<file path="config.mk">
export PLATFORM = sky130hd
export DESIGN_NAME = keypad_scanner
export DESIGN_NICKNAME = d
export VERILOG_FILES = /design/src/rtl/keypad_pkg.sv /design/src/rtl/keypad_scanner_row_sync.sv /design/src/rtl/keypad_scanner.sv
export SDC_FILE = /design/constraint.sdc
export NUM_CORES = 1
export LEC_CHECK = 0
export BUFFER_PORTS_ARGS = -buffer_cell sky130_fd_sc_hd__buf_2
export CORE_MARGIN = 4
export CORE_UTILIZATION = 55
export CTS_CLUSTER_DIAMETER = 150
export CTS_CLUSTER_SIZE = 40
export DETAILED_ROUTE_END_ITERATION = 12
export GPL_TIMING_DRIVEN = 0
export HOLD_SLACK_MARGIN = 0.08
export MAX_ROUTING_LAYER = met4
export PLACE_DENSITY = 0.76
export SKIP_CTS_REPAIR_TIMING = 1
export SYNTH_ARGS = -nofsm -noshare
export SYNTH_HDL_FRONTEND = slang
export SYNTH_SLANG_ARGS = --single-unit
</file>
<file path="constraint.sdc">
create_clock -name Clock -period 3.06 [get_ports Clock]
set_input_delay 0.765 -clock Clock [delete_from_list [all_inputs] [get_ports Clock]]
set_output_delay 0.765 -clock Clock [all_outputs]
set_load 0.005 [all_outputs]
</file>
<file path="src/rtl/keypad_pkg.sv">
// Shared definitions for the front-panel keypad scanner.
// Holds key-code constants, the scanner FSM encoding and the
// row/column helpers used by the scanner datapath.
package keypad_pkg;

   localparam logic [3:0] KEY_CLEAR   = 4'hA;
   localparam logic [3:0] KEY_ENTER   = 4'hB;
   localparam logic [3:0] KEY_RESTART = 4'hC;
   localparam logic [3:0] KEY_NONE    = 4'hF;

   // Column drive after reset (column 0 driven low) and idle row pattern.
   localparam logic [3:0] COL_RESET = 4'b1110;
   localparam logic [3:0] ROW_IDLE  = 4'b1111;

   typedef enum logic [2:0] {
      ST_SCAN     = 3'd0,
      ST_DEBOUNCE = 3'd1,
      ST_LOAD     = 3'd2,
      ST_PULSE    = 3'd3,
      ST_RELEASE  = 3'd4
   } state_t;

   // Key code for the switch at (row_idx, col_idx).
   function automatic logic [3:0] key_map(input logic [1:0] row_idx,
                                          input logic [1:0] col_idx);
      logic [3:0] code;
      case ({row_idx, col_idx})
         4'h0:    code = 4'h1;
         4'h1:    code = 4'h2;
         4'h2:    code = 4'h3;
         4'h3:    code = KEY_CLEAR;
         4'h4:    code = 4'h4;
         4'h5:    code = 4'h5;
         4'h6:    code = 4'h6;
         4'h7:    code = KEY_ENTER;
         4'h8:    code = 4'h7;
         4'h9:    code = 4'h8;
         4'hA:    code = 4'h9;
         4'hB:    code = KEY_RESTART;
         4'hC:    code = KEY_NONE;
         4'hD:    code = 4'h0;
         4'hE:    code = 4'hE;
         default: code = 4'hD;
      endcase
      return code;
   endfunction

   // True when exactly one line of an active-low group is asserted.
   function automatic logic one_low(input logic [3:0] v);
      return ($countones(~v) == 1);
   endfunction

   // Index of the lowest asserted (low) line; 0 when none is low.
   function automatic logic [1:0] low_idx(input logic [3:0] v);
      logic [1:0] idx;
      idx = 2'd0;
      for (int i = 3; i >= 0; i--) begin
         if (!v[i]) idx = 2'(i);
      end
      return idx;
   endfunction

   // Active-low pattern with only line idx asserted.
   function automatic logic [3:0] row_pattern(input logic [1:0] idx);
      return ~(4'b0001 << idx);
   endfunction

endpackage

</file>
<file path="src/rtl/keypad_scanner_row_sync.sv">
// row_sync: 2-flop synchroniser for the asynchronous keypad row lines.
// Ports: clk_i, reset_i (sync, active-high), row_i (raw rows), rs_o (synchronised rows).
// Latency 2 cycles; no flow control, resets to the idle (all-high) pattern.
module row_sync
   import keypad_pkg::*;
(
   input  logic       clk_i,
   input  logic       reset_i,
   input  logic [3:0] row_i,
   output logic [3:0] rs_o
);

   logic [3:0] meta_q;
   logic [3:0] sync_q;

   always_ff @(posedge clk_i) begin
      if (reset_i) begin
         meta_q <= ROW_IDLE;
         sync_q <= ROW_IDLE;
      end else begin
         meta_q <= row_i;
         sync_q <= meta_q;
      end
   end

   assign rs_o = sync_q;

endmodule

</file>
<file path="src/rtl/keypad_scanner.sv">
// keypad_scanner: scans a 4x4 active-low matrix, debounces one key and emits key code + stretched press.
// Ports: Clock, reset (sync, active-high), row (raw rows), col (column drive), key (code), press (pulse).
// Press rises (DEBOUNCE-1)*SCAN_DIV+2 cycles after the first sampling tick that sees the key; no backpressure.
module keypad_scanner
   import keypad_pkg::*;
#(
   parameter int SCAN_DIV  = 5000,
   parameter int DEBOUNCE  = 4,
   parameter int PRESS_LEN = 64
) (
   input  logic       Clock,
   input  logic       reset,
   input  logic [3:0] row,
   output logic [3:0] col,
   output logic [3:0] key,
   output logic       press
);

   localparam int                DIV_W    = $clog2(SCAN_DIV);
   localparam logic [DIV_W-1:0]  DIV_LAST = DIV_W'(SCAN_DIV - 1);
   localparam logic [3:0]        DB_N     = 4'(DEBOUNCE);
   localparam logic [9:0]        PL_LAST  = 10'(PRESS_LEN - 1);

   logic [3:0]       rs;
   state_t           state_q, state_d;
   logic [DIV_W-1:0] div_q, div_d;
   logic [3:0]       col_q, col_d;
   logic [3:0]       key_q, key_d;
   logic             press_q, press_d;
   logic [3:0]       dcnt_q, dcnt_d;
   logic [9:0]       pcnt_q, pcnt_d;
   logic [1:0]       cand_row_q, cand_row_d;
   logic [1:0]       cand_col_q, cand_col_d;

   logic             tick;
   logic             hit;
   logic [3:0]       dcnt_inc;

   row_sync u_row_sync (
      .clk_i   (Clock),
      .reset_i (reset),
      .row_i   (row),
      .rs_o    (rs)
   );

   assign tick     = (div_q == DIV_LAST);
   assign div_d    = tick ? '0 : div_q + 1'b1;
   assign hit      = one_low(rs);
   // Saturating so a long run of stable samples can never wrap back to a small count.
   assign dcnt_inc = (dcnt_q == 4'hF) ? dcnt_q : dcnt_q + 4'd1;

   always_comb begin
      state_d    = state_q;
      col_d      = col_q;
      key_d      = key_q;
      dcnt_d     = dcnt_q;
      pcnt_d     = pcnt_q;
      cand_row_d = cand_row_q;
      cand_col_d = cand_col_q;

      case (state_q)
         ST_SCAN: begin
            if (tick) begin
               if (hit) begin
                  // Column stays frozen from here on until the FSM is back in SCAN.
                  cand_row_d = low_idx(rs);
                  cand_col_d = low_idx(col_q);
                  dcnt_d     = 4'd1;
                  if (DB_N == 4'd1) begin
                     // Key is published on entry to LOAD so it leads press by a cycle.
                     key_d   = key_map(low_idx(rs), low_idx(col_q));
                     dcnt_d  = 4'd0;
                     state_d = ST_LOAD;
                  end else begin
                     state_d = ST_DEBOUNCE;
                  end
               end else begin
                  col_d = {col_q[2:0], col_q[3]};
               end
            end
         end

         ST_DEBOUNCE: begin
            if (tick) begin
               if (rs == row_pattern(cand_row_q)) begin
                  dcnt_d = dcnt_inc;
                  if (dcnt_inc == DB_N) begin
                     key_d   = key_map(cand_row_q, cand_col_q);
                     dcnt_d  = 4'd0;
                     state_d = ST_LOAD;
                  end
               end else begin
                  // Rotation resumes from the frozen column on the next idle tick.
                  dcnt_d  = 4'd0;
                  state_d = ST_SCAN;
               end
            end
         end

         ST_LOAD: begin
            pcnt_d  = 10'd0;
            state_d = ST_PULSE;
         end

         ST_PULSE: begin
            // Rows are deliberately ignored here: contact bounce cannot retrigger.
            if (pcnt_q == PL_LAST) begin
               pcnt_d  = 10'd0;
               dcnt_d  = 4'd0;
               state_d = ST_RELEASE;
            end else begin
               pcnt_d = pcnt_q + 10'd1;
            end
         end

         ST_RELEASE: begin
            // A held key keeps this state forever, which is what prevents auto-repeat.
            if (tick) begin
               if (rs == ROW_IDLE) begin
                  dcnt_d = dcnt_inc;
                  if (dcnt_inc == DB_N) begin
                     dcnt_d  = 4'd0;
                     state_d = ST_SCAN;
                  end
               end else begin
                  dcnt_d = 4'd0;
               end
            end
         end

         default: begin
            dcnt_d  = 4'd0;
            pcnt_d  = 10'd0;
            state_d = ST_SCAN;
         end
      endcase
   end

   // Registered from the next state so press is glitch-free and exactly PRESS_LEN wide.
   assign press_d = (state_d == ST_PULSE);

   always_ff @(posedge Clock) begin
      if (reset) begin
         state_q    <= ST_SCAN;
         div_q      <= '0;
         col_q      <= COL_RESET;
         key_q      <= KEY_NONE;
         press_q    <= 1'b0;
         dcnt_q     <= 4'd0;
         pcnt_q     <= 10'd0;
         cand_row_q <= 2'd0;
         cand_col_q <= 2'd0;
      end else begin
         state_q    <= state_d;
         div_q      <= div_d;
         col_q      <= col_d;
         key_q      <= key_d;
         press_q    <= press_d;
         dcnt_q     <= dcnt_d;
         pcnt_q     <= pcnt_d;
         cand_row_q <= cand_row_d;
         cand_col_q <= cand_col_d;
      end
   end

   assign col   = col_q;
   assign key   = key_q;
   assign press = press_q;

endmodule

</file>
# [After elaboration in Yosys (flattened, before gate mapping)]
# Memory sizes are Yosys's and may differ from the RTL's. A register that Yosys moved wholly into a read port is not among the register bits.
# Cells that the tools add are included.
[op_classes] reduce_logical=7 bitwise_logic=4 add_sub_neg=6 shifts=1 eq_ne=17 n_mux=30
[op_table] op="two-way mux 4 bit" count=9
[op_table] op="two-way mux 3 bit" count=9
[op_table] op="case mux 10 bit (2 select lines)" count=1
[op_table] op="case mux 4 bit (5 select lines)" count=1
[op_table] op="two-way mux 2 bit" count=8
[op_table] op="case mux 3 bit (5 select lines)" count=1
[op_table] op="adder 13 x 1 -> 13 bit, second input constant" count=1
[op_table] op="equality test 13 bit, second input constant" count=1
[op_table] op="adder 10 x 1 -> 10 bit, second input constant" count=1
[op_table] op="equality test 10 x 6 -> 1 bit, second input constant" count=1
[op_table] op="two-way mux 10 bit" count=1
[op_table] op="!= test 2 bit, second input constant" count=5
[op_table] op="equality test 3 x 2 -> 1 bit, second input constant" count=3
[op_table] op="equality test 4 bit, second input constant" count=2
[op_table] op="NOT 4 bit" count=2
[op_table] op="equality test 3 x 1 -> 1 bit, second input constant" count=2
[op_table] op="AND reduction 3 bit" count=2
[op_table] op="AND reduction 6 bit" count=1
[op_table] op="adder 1 x 1 -> 2 bit" count=2
[op_table] op="adder 4 x 1 -> 4 bit, second input constant" count=1
[op_table] op="equality test 4 x 3 -> 1 bit, second input constant" count=1
[op_table] op="equality test 4 bit" count=1
[op_table] op="AND reduction 4 bit" count=1
[op_table] op="<< shifter 1 x 2 -> 4 bit, first input constant" count=1
[op_table] op="6 further kinds" count=7
[word_totals] reg_bits=47 romBits=64 out_inout_bits=9 elab_cells=76 in_bits=6 mem_count=1
[memory_table] name="(name not given)" depth=16 word_bits=4 read_ports=1 rd_clocked_by_memory_dff=1 write_ports=0 line_no="keypad_pkg.sv:27" text="case ({row_idx, col_idx})"

# [Depth between registers and ports, before layout]
# Gate-level depths: netlist (run 1).
[logic_depth] ltp_word=8 ltp_mapped=11 ltp_nobuf=10

# [By module]
# Synthesis (run 1) repeated with hierarchy kept, for this count alone.
[hier_totals] hier_cells=298 hier_area_um2=2488.6
[by_module_without_submodules] module="keypad_scanner" n_inst=1 cells_each=282 seq_area_each_um2=860.8 area_each_um2=2278.4
[by_module_without_submodules] module="row_sync" n_inst=1 cells_each=16 seq_area_each_um2=160.2 area_each_um2=210.2

# [Worst setup path after synthesis (run 1)]
# No wires, ideal clock.
[synth_path] kind="register -> register" startpoint="register u_row_sync.sync_q[0], in the netlist u_row_sync.rs_o[0]" endpoint="register dcnt_q[0]" synth_period_minus_slack_ps=2726 arrival_ps=2647 setup_slack_ps=334 path_stages_with_launch=12 path_buffers=1 path_cell_list="dfxtp_1 fa_1 inv_1 ha_1 ha_1 or3b_2 clkbuf_1 a21oi_1 o22ai_1 nor4b_2 o21ai_0 o211ai_1"
[synth_via] elab_chain_len=6 elab_cells_between_ends=13 cone_classes="2 x add/sub; 4 x eq/ne; 5 x mux; 1 x bitwise; 1 x reduce/logical"
[synth_lines] element="start: declaration" line_no="keypad_scanner_row_sync.sv:14" text="logic [3:0] sync_q;"
[synth_lines] element="start signal: assignment" line_no="keypad_scanner_row_sync.sv:22" text="sync_q <= meta_q;"
[synth_lines] element="NOT 4 bit" line_no="keypad_pkg.sv:50" text="return ($countones(~v) == 1);"
[synth_lines] element="adder 1 x 1 -> 2 bit (not written as such)" line_no="keypad_pkg.sv:50"
[synth_lines] element="adder 2 x 2 -> 3 bit (not written as such)" line_no="keypad_pkg.sv:50"
[synth_lines] element="equality test 3 x 1 -> 1 bit" line_no="keypad_pkg.sv:50"
[synth_lines] element="!= test 2 bit (no source line)"
[synth_lines] element="AND reduction 6 bit (no source line)"
[synth_lines] element="end signal: assignment" line_no="keypad_scanner.sv:159" text="dcnt_q <= dcnt_d;"
[synth_lines] element="end: declaration" line_no="keypad_scanner.sv:30" text="logic [3:0] dcnt_q, dcnt_d;"
# Several ways; a longest one is shown, not always the timed one. The select of a mux whose other input is x is not followed.
# A chain may end at the register's enable or synchronous reset.

# [Worst setup path after layout (run 1)]
# Ends and elaborated chain as after synthesis.

==> results.sh, run 1 <==
export IMPL_drt_first_pass_iters=4
export IMPL_wl_met1_microns=2470
export IMPL_fin_nets=340
export IMPL_cp_arrival_ns=3.07
export IMPL_timing_rr_start="u_row_sync.rs_o[0]"
export IMPL_min_path_type="flip-flop to flip-flop"
export IMPL_place_gp_congestion=0.895
export IMPL_grt_pass1_wl_microns=8470
export IMPL_rows=24
export IMPL_postRouteAntennaNets=0
export IMPL_start_kind="flip-flop"
export IMPL_r2r_end="dcnt_q[0]"
export IMPL_grt_usage_pct=19.4
export IMPL_synth_area_per_cell_sq_um=8.36
export IMPL_clock_latency_ns=0.30
export IMPL_root_buffer="clkbuf_8"
export IMPL_power_density_nw_per_um2=430
export IMPL_pre_cts_ws_ns=0.0543
export IMPL_swShare_pct=20.4
export IMPL_setup_viol=0
export IMPL_cts_max_level=2
export IMPL_clock_fmax_mhz=351
export IMPL_io_buffers=13
export IMPL_p_seq_share_pct=56.5
export IMPL_peakVddDrop_mv=0.287
export IMPL_status="completed"
export IMPL_grt_overflow_total=0
export IMPL_ios=15
export IMPL_finalCritPeriodShare_pct=93.2
export IMPL_seq_area_frac_synth_pct=40.3
export IMPL_max_slew_margin_pct=38.9
export IMPL_synth_top_flop_cell="dfxtp_1"
export IMPL_hpwl_microns=3510
export IMPL_p_int_uw=954
export IMPL_met3_length_microns=179
export IMPL_power_frac_clock_pct=39.7
export IMPL_maxCapViolCount=0
export IMPL_clockBufferDepth=2
export IMPL_comb_power_share_pct=3.7
export IMPL_finClkSkew_ns=0.00650
export IMPL_rrSetupSlack_ns=0.21
export IMPL_period_minus_slack_ns=2.85
export IMPL_vias=2107
export IMPL_end_kind="flip-flop"
export IMPL_power_switching_uw=244
export IMPL_synth_nets=321
export IMPL_fin_area_sq_um=2790
export IMPL_first_iter_violations=82
export IMPL_cts_buffers=5
export IMPL_syn_area_sq_um=2530
export IMPL_area_growth_syn_to_layout_pct=10.1
export IMPL_startpoint="u_row_sync.rs_o[0]"
export IMPL_path_cells="fa_1 -> inv_1 -> ha_1 -> ha_1 -> or3b_2 -> a21oi_2 -> o22ai_2 -> nor4b_2 -> o21ai_0 -> o211ai_1"
export IMPL_maxSlewViolCount=0
export IMPL_core_sq_um=4410
export IMPL_grt_max_degree=16
export IMPL_required_ns=3.28
export IMPL_worst_path_max_fanout=7
export IMPL_grt_pass1_vias=1903
export IMPL_yosys_register_bits=51
export IMPL_drc_errors=0
export IMPL_drive_above_1_share_pct=12.4
export IMPL_rr_worst_depth=10
export IMPL_antenna_found_initial=0
export IMPL_setup_ws_ns=0.209
export IMPL_critPathCapture="dcnt_q[0]"
export IMPL_setup_tns_ns=0
export IMPL_synth_area_leaders="dfxtp_1 40%, ha_1 5.4%, nand2_1 5.2%, nor2_1 5.2%, xor2_1 3.8%"
export IMPL_worstMarginPinSlew_ns=0.905
export IMPL_route_met2_wl_microns=2190
export IMPL_syn_inst=303
export IMPL_critPathKind="flip-flop to flip-flop"
export IMPL_rsz0062_at_grt="no"
export IMPL_wl_per_cell_microns=13.0
export IMPL_start_util_pct=57.4
export IMPL_path_common_cell="ha_1"
export IMPL_routed_top_layer="met4"
export IMPL_cts_num_sinks=51
export IMPL_cpMaxStageDelayCell="or3b_2"
export IMPL_die_h_microns=75.9
export IMPL_placed_area_sq_um=2660
export IMPL_final_hold_viol_count=0
export IMPL_design_die_area_sq_um=5750
export IMPL_vias_per_cell=5.62
export IMPL_critPathMaxStageDelay_ns=0.56
export IMPL_power_total_uw=1200
export IMPL_chipWidth_microns=75.9
export IMPL_yosys_area_top_type="dfxtp_1"
export IMPL_cts_tree="yes"
export IMPL_synth_edf_count=0
export IMPL_synth_top_area_share_pct=40.3
export IMPL_clk_pin_slew_worst_paths_ns=0.09
export IMPL_synthArstFlopShare_pct=0
export IMPL_yosys_warnings=0
export IMPL_wirelength_microns=4860
export IMPL_power_leakage_uw=0.00107
export IMPL_ys_types=47
export IMPL_antenna_cells=0
metal layers:
layer  GRT usage [%]  vias to the layer above
li1                -                     1100
met1            26.2                      973
met2            29.1                       32
met3            3.69                        2
met4            6.21                        0
met5               -                        -
kinds of logic after synthesis:
logic type / Yosys count / share of synthesized area (%)
AO/OA/AOI/OAI: 51 / 12.5
XOR/XNOR: 19 / 6.57
adder cells (fa/ha/maj): 12 / 6.23
buffers and inverters: 22 / 3.26
flip-flops: 51 / 40.3
multiplexers: 4 / 1.63
AND/OR/NAND/NOR: 144 / 29.5
layout by cell type (no fill, tap or decap), drive strengths merged, types with 2 or more instances in the layout:
cell and count:
a31oi 3, xor2 11, and3b 2, nand2b 7, nand3 15, dfxtp 51, nor4 4, nand2 35
o211ai 3, nand4 11, a211oi 2, xnor2 8, nor2 35, a32oi 2, ha 11, or2 8
clkbuf 15, or3 2, nor2b 2, mux2i 3, buf 14, o21ai 13, a21oi 18, and3 2
inv 11, or3b 2, a221oi 2, nor4b 3, nor3 9, and2 3
registers in the layout, indices dropped and copies added, names as in the netlist:
name               cells
div_q                 13
pcnt_q                10
col                    4
dcnt_q                 4
key                    4
u_row_sync.meta_q      4
u_row_sync.rs_o        4
state_q                3
cand_col_q             2
cand_row_q             2
press                  1
worst min-delay path by stage:
stage	cells past startpoint	end	startpoint	slack, ns
after floorplan	1	u_row_sync.rs_o[0]	u_row_sync.meta_q[0]	0.39
after global placement	1	u_row_sync.rs_o[3]	u_row_sync.meta_q[3]	0.39
after detailed placement	1	u_row_sync.rs_o[3]	u_row_sync.meta_q[3]	0.39
after CTS	1	u_row_sync.rs_o[3]	u_row_sync.meta_q[3]	0.41
after global routing	1	u_row_sync.rs_o[3]	u_row_sync.meta_q[3]	0.45
final	1	u_row_sync.rs_o[3]	u_row_sync.meta_q[3]	0.41
power by group through the flow:
stage	Clock, uW	Combinational, uW	Sequential (uW)
4_1_cts	489	45.3	677
3_3_place_gp	0	43.7	692
6_report	476	44.6	677
3_5_place_dp	0	44.8	693
2_1_floorplan	0	33.1	691
5_1_grt	519	51.3	679
cell type report:
cell class,count,area [sq um]
clock inverters,2,35.0
flip-flops and latches,51,1020
well taps,52,65.1
clock buffers,6,82.6
inverters,11,41.3
plain buffers,10,37.5
repair buffers,13,65.1
fillers,403,1630
multi-input cells,230,1440
through the flow:
stage	cells	util, %	hold slack (ns)
4_1_cts	376	63.0	0.414
6_report	375	63.2	0.413
3_5_place_dp	368	60.3	0.393
3_3_place_gp	368	60.3	0.391
5_1_grt	375	63.2	0.447
2_1_floorplan	303	-	0.389
cell usage after synthesis, types with 3 or more instances:
| master | n |
|---|---|
| o211ai_1 | 3 |
| nor4_1 | 3 |
| nor2_1 | 35 |
| clkbuf_1 | 10 |
| xnor2_1 | 8 |
| dfxtp_1 | 51 |
| nand2_1 | 35 |
| nand4_1 | 11 |
| nand2b_1 | 7 |
| nor3_1 | 9 |
| a21oi_1 | 18 |
| a31oi_1 | 3 |
| or2_2 | 8 |
| ha_1 | 11 |
| and2_1 | 3 |
| inv_1 | 11 |
| nand3_1 | 15 |
| o21ai_0 | 13 |
| xor2_1 | 11 |
| mux2i_1 | 3 |
critical path: cells and delay by family (launching register included):
family	cells	cell delay (ns)
AND/OR/NAND/NOR	2	0.80
buffers and inverters	1	0.04
adder cells (fa/ha/maj)	3	0.96
flip-flops	1	0.37
AO/OA/AOI/OAI	4	0.60
Power figures use the tool's default switching activity.
==> run 2, diff against run 1 <==
==> constraint.sdc (replaced) <==
create_clock -name Clock -period 3.06 [get_ports Clock]
set_input_delay 0.153 -clock Clock [delete_from_list [all_inputs] [get_ports Clock]]
set_output_delay 0.153 -clock Clock [all_outputs]
set_load 0.005 [all_outputs]
==> run 2 against run 1 <==
Sequential power is essentially flat; non-clock buffer count grew 4; sequential share of layout area shrank 0.52 points; register-to-register slack is essentially flat; first-iteration DRC count grew 26%; combinational power grew 8.7%; cell count grew 1.1%; critical path depth is the same; wire length grew 0.76%; critical path type unchanged.
==> results.sh, run 2 (synthesis results as in run 1) <==
export IMPL_status="completed"
export IMPL_setup_viol=0
export IMPL_placed_area_sq_um=2660
export IMPL_grt_usage_pct=19.4
export IMPL_vias_per_cell=5.63
export IMPL_hpwl_microns=3510
export IMPL_final_hold_viol_count=0
export IMPL_final_seq_area_sq_um=1020
export IMPL_fin_nets=344
export IMPL_first_iter_violations=103
export IMPL_maxSlewViolCount=0
export IMPL_grt_pass1_wl_microns=8470
export IMPL_place_gp_congestion=0.895
export IMPL_die_h_microns=75.9
export IMPL_wl_per_cell_microns=12.9
export IMPL_period_minus_slack_ns=2.84
export IMPL_cts_buffers=5
export IMPL_critPathKind="flip-flop to flip-flop"
export IMPL_drt_first_pass_iters=4
export IMPL_swShare_pct=20.4
export IMPL_worstMarginPinSlew_ns=0.865
export IMPL_ios=15
export IMPL_grt_pass1_vias=1903
export IMPL_clock_latency_ns=0.30
export IMPL_cts_num_sinks=51
export IMPL_design_die_area_sq_um=5750
export IMPL_power_leakage_uw=0.00109
export IMPL_chipWidth_microns=75.9
export IMPL_finalCritPeriodShare_pct=92.7
export IMPL_clk_pin_slew_worst_paths_ns=0.09
export IMPL_antenna_cells=0
export IMPL_fin_area_sq_um=2830
export IMPL_power_frac_clock_pct=39.6
export IMPL_setup_ws_ns=0.224
export IMPL_largest_reg_flops=13
export IMPL_grt_max_degree=16
export IMPL_maxCapViolCount=0
export IMPL_vias=2133
export IMPL_power_switching_uw=246
export IMPL_power_density_nw_per_um2=425
export IMPL_critPathMaxStageDelay_ns=0.56
export IMPL_final_fill_count=399
export IMPL_worst_path_max_fanout=7
export IMPL_cp_arrival_ns=3.06
export IMPL_start_kind="flip-flop"
export IMPL_io_buffers=13
export IMPL_start_util_pct=57.4
export IMPL_postRouteAntennaNets=0
export IMPL_p_int_uw=957
export IMPL_grt_overflow_total=0
export IMPL_comb_power_share_pct=4.0
export IMPL_min_path_type="primary input to flip-flop"
export IMPL_cts_tree="yes"
export IMPL_final_cell_mix="50 x dfxtp_1, 35 x nor2_1, 35 x nand2_1"
export IMPL_r2r_end="dcnt_q[0]"
export IMPL_largest_register="div_q"
export IMPL_cpMaxStageDelayCell="or3b_2"
export IMPL_path_common_cell="ha_1"
export IMPL_startpoint="u_row_sync.rs_o[0]"
export IMPL_utilization_pct=64.1
export IMPL_timing_rr_start="u_row_sync.rs_o[0]"
export IMPL_max_slew_margin_pct=41.6
export IMPL_required_ns=3.29
export IMPL_area_growth_syn_to_layout_pct=11.7
export IMPL_setup_tns_ns=0
export IMPL_p_seq_share_pct=56.3
export IMPL_wirelength_microns=4900
export IMPL_end_kind="flip-flop"
export IMPL_peakVddDrop_mv=0.336
export IMPL_rows=24
export IMPL_drive_above_1_share_pct=12.2
export IMPL_clock_fmax_mhz=353
export IMPL_rsz0062_at_grt="no"
export IMPL_clockBufferDepth=2
export IMPL_final_common_cell="dfxtp_1"
export IMPL_multi_input_area_sq_um=1440
export IMPL_core_sq_um=4410
export IMPL_rrSetupSlack_ns=0.22
export IMPL_finClkSkew_ns=0.00673
export IMPL_rr_worst_depth=10
export IMPL_pre_cts_ws_ns=0.0543
export IMPL_cts_max_level=2
export IMPL_antenna_found_initial=0
export IMPL_largest_registers="div_q (13), pcnt_q (10)"
export IMPL_critPathCapture="dcnt_q[0]"
export IMPL_drc_errors=0
export IMPL_root_buffer="clkbuf_8"
export IMPL_path_cells="fa_1 -> inv_1 -> ha_1 -> ha_1 -> or3b_2 -> a21oi_2 -> o22ai_2 -> nor4b_2 -> o21ai_0 -> o211ai_1"
-- run 2: worst max-delay path: cells and delay by family, from the launching register on --
family	cells	cell delay, ns
buffers and inverters	1	0.04
AOI/OAI and AO/OA	4	0.60
and+or+nand+nor	2	0.80
DFF	1	0.37
adders and majority gates	3	0.96
-- run 2: power by group through the flow --
stage | registers, uW | clock network [uW] | logic, uW
2_1_floorplan | 691 | 0 | 33.1
3_5_place_dp | 693 | 0 | 44.8
5_1_grt | 679 | 518 | 55.7
3_3_place_gp | 692 | 0 | 43.7
6_report | 677 | 477 | 48.5
4_1_cts | 677 | 489 | 45.3
-- run 2: how the worst min path moves through the flow --
stage / from / to / slack, ns / depth (start not counted)
finish: reset / cand_row_q[0] / 0.23 / 2
global route: reset / cand_row_q[0] / 0.28 / 2
CTS: row[3] / u_row_sync.meta_q[3] / 0.02 / 2
detailed placement: row[3] / u_row_sync.meta_q[3] / 0.34 / 2
global placement: row[1] / u_row_sync.meta_q[1] / 0.33 / 2
floorplan: row[0] / u_row_sync.meta_q[0] / 0.26 / 1
-- run 2: routing by layer --
| metal | GRT usage (%) | vias up | part of all wire (%) |
|---|---|---|---|
| li1 | - | 1107 | - |
| met1 | 26.2 | 991 | 50 |
| met2 | 29.1 | 29 | 45 |
| met3 | 3.69 | 6 | 3.4 |
| met4 | 6.21 | 0 | 1.3 |
| met5 | - | - | 0 |
-- run 2: cell type report --
type | instances | share of cell area [%]
Multi-Input combinational cell | 230 | 50.9
Sequential cell | 51 | 36.2
Timing Repair Buffer | 17 | 3.72
Clock buffer | 6 | 2.92
Tap cell | 52 | 2.30
Inverter | 11 | 1.46
Buffer | 10 | 1.33
Clock inverter | 2 | 1.24
-- run 2: metrics by stage --
stage / power [uW] / hold WS (ns) / instances
2_1_floorplan: 724 / 0.257 / 303
4_1_cts: 1210 / 0.0226 / 376
6_report: 1200 / 0.229 / 379
3_5_place_dp: 738 / 0.340 / 368
3_3_place_gp: 736 / 0.334 / 368
5_1_grt: 1250 / 0.279 / 379
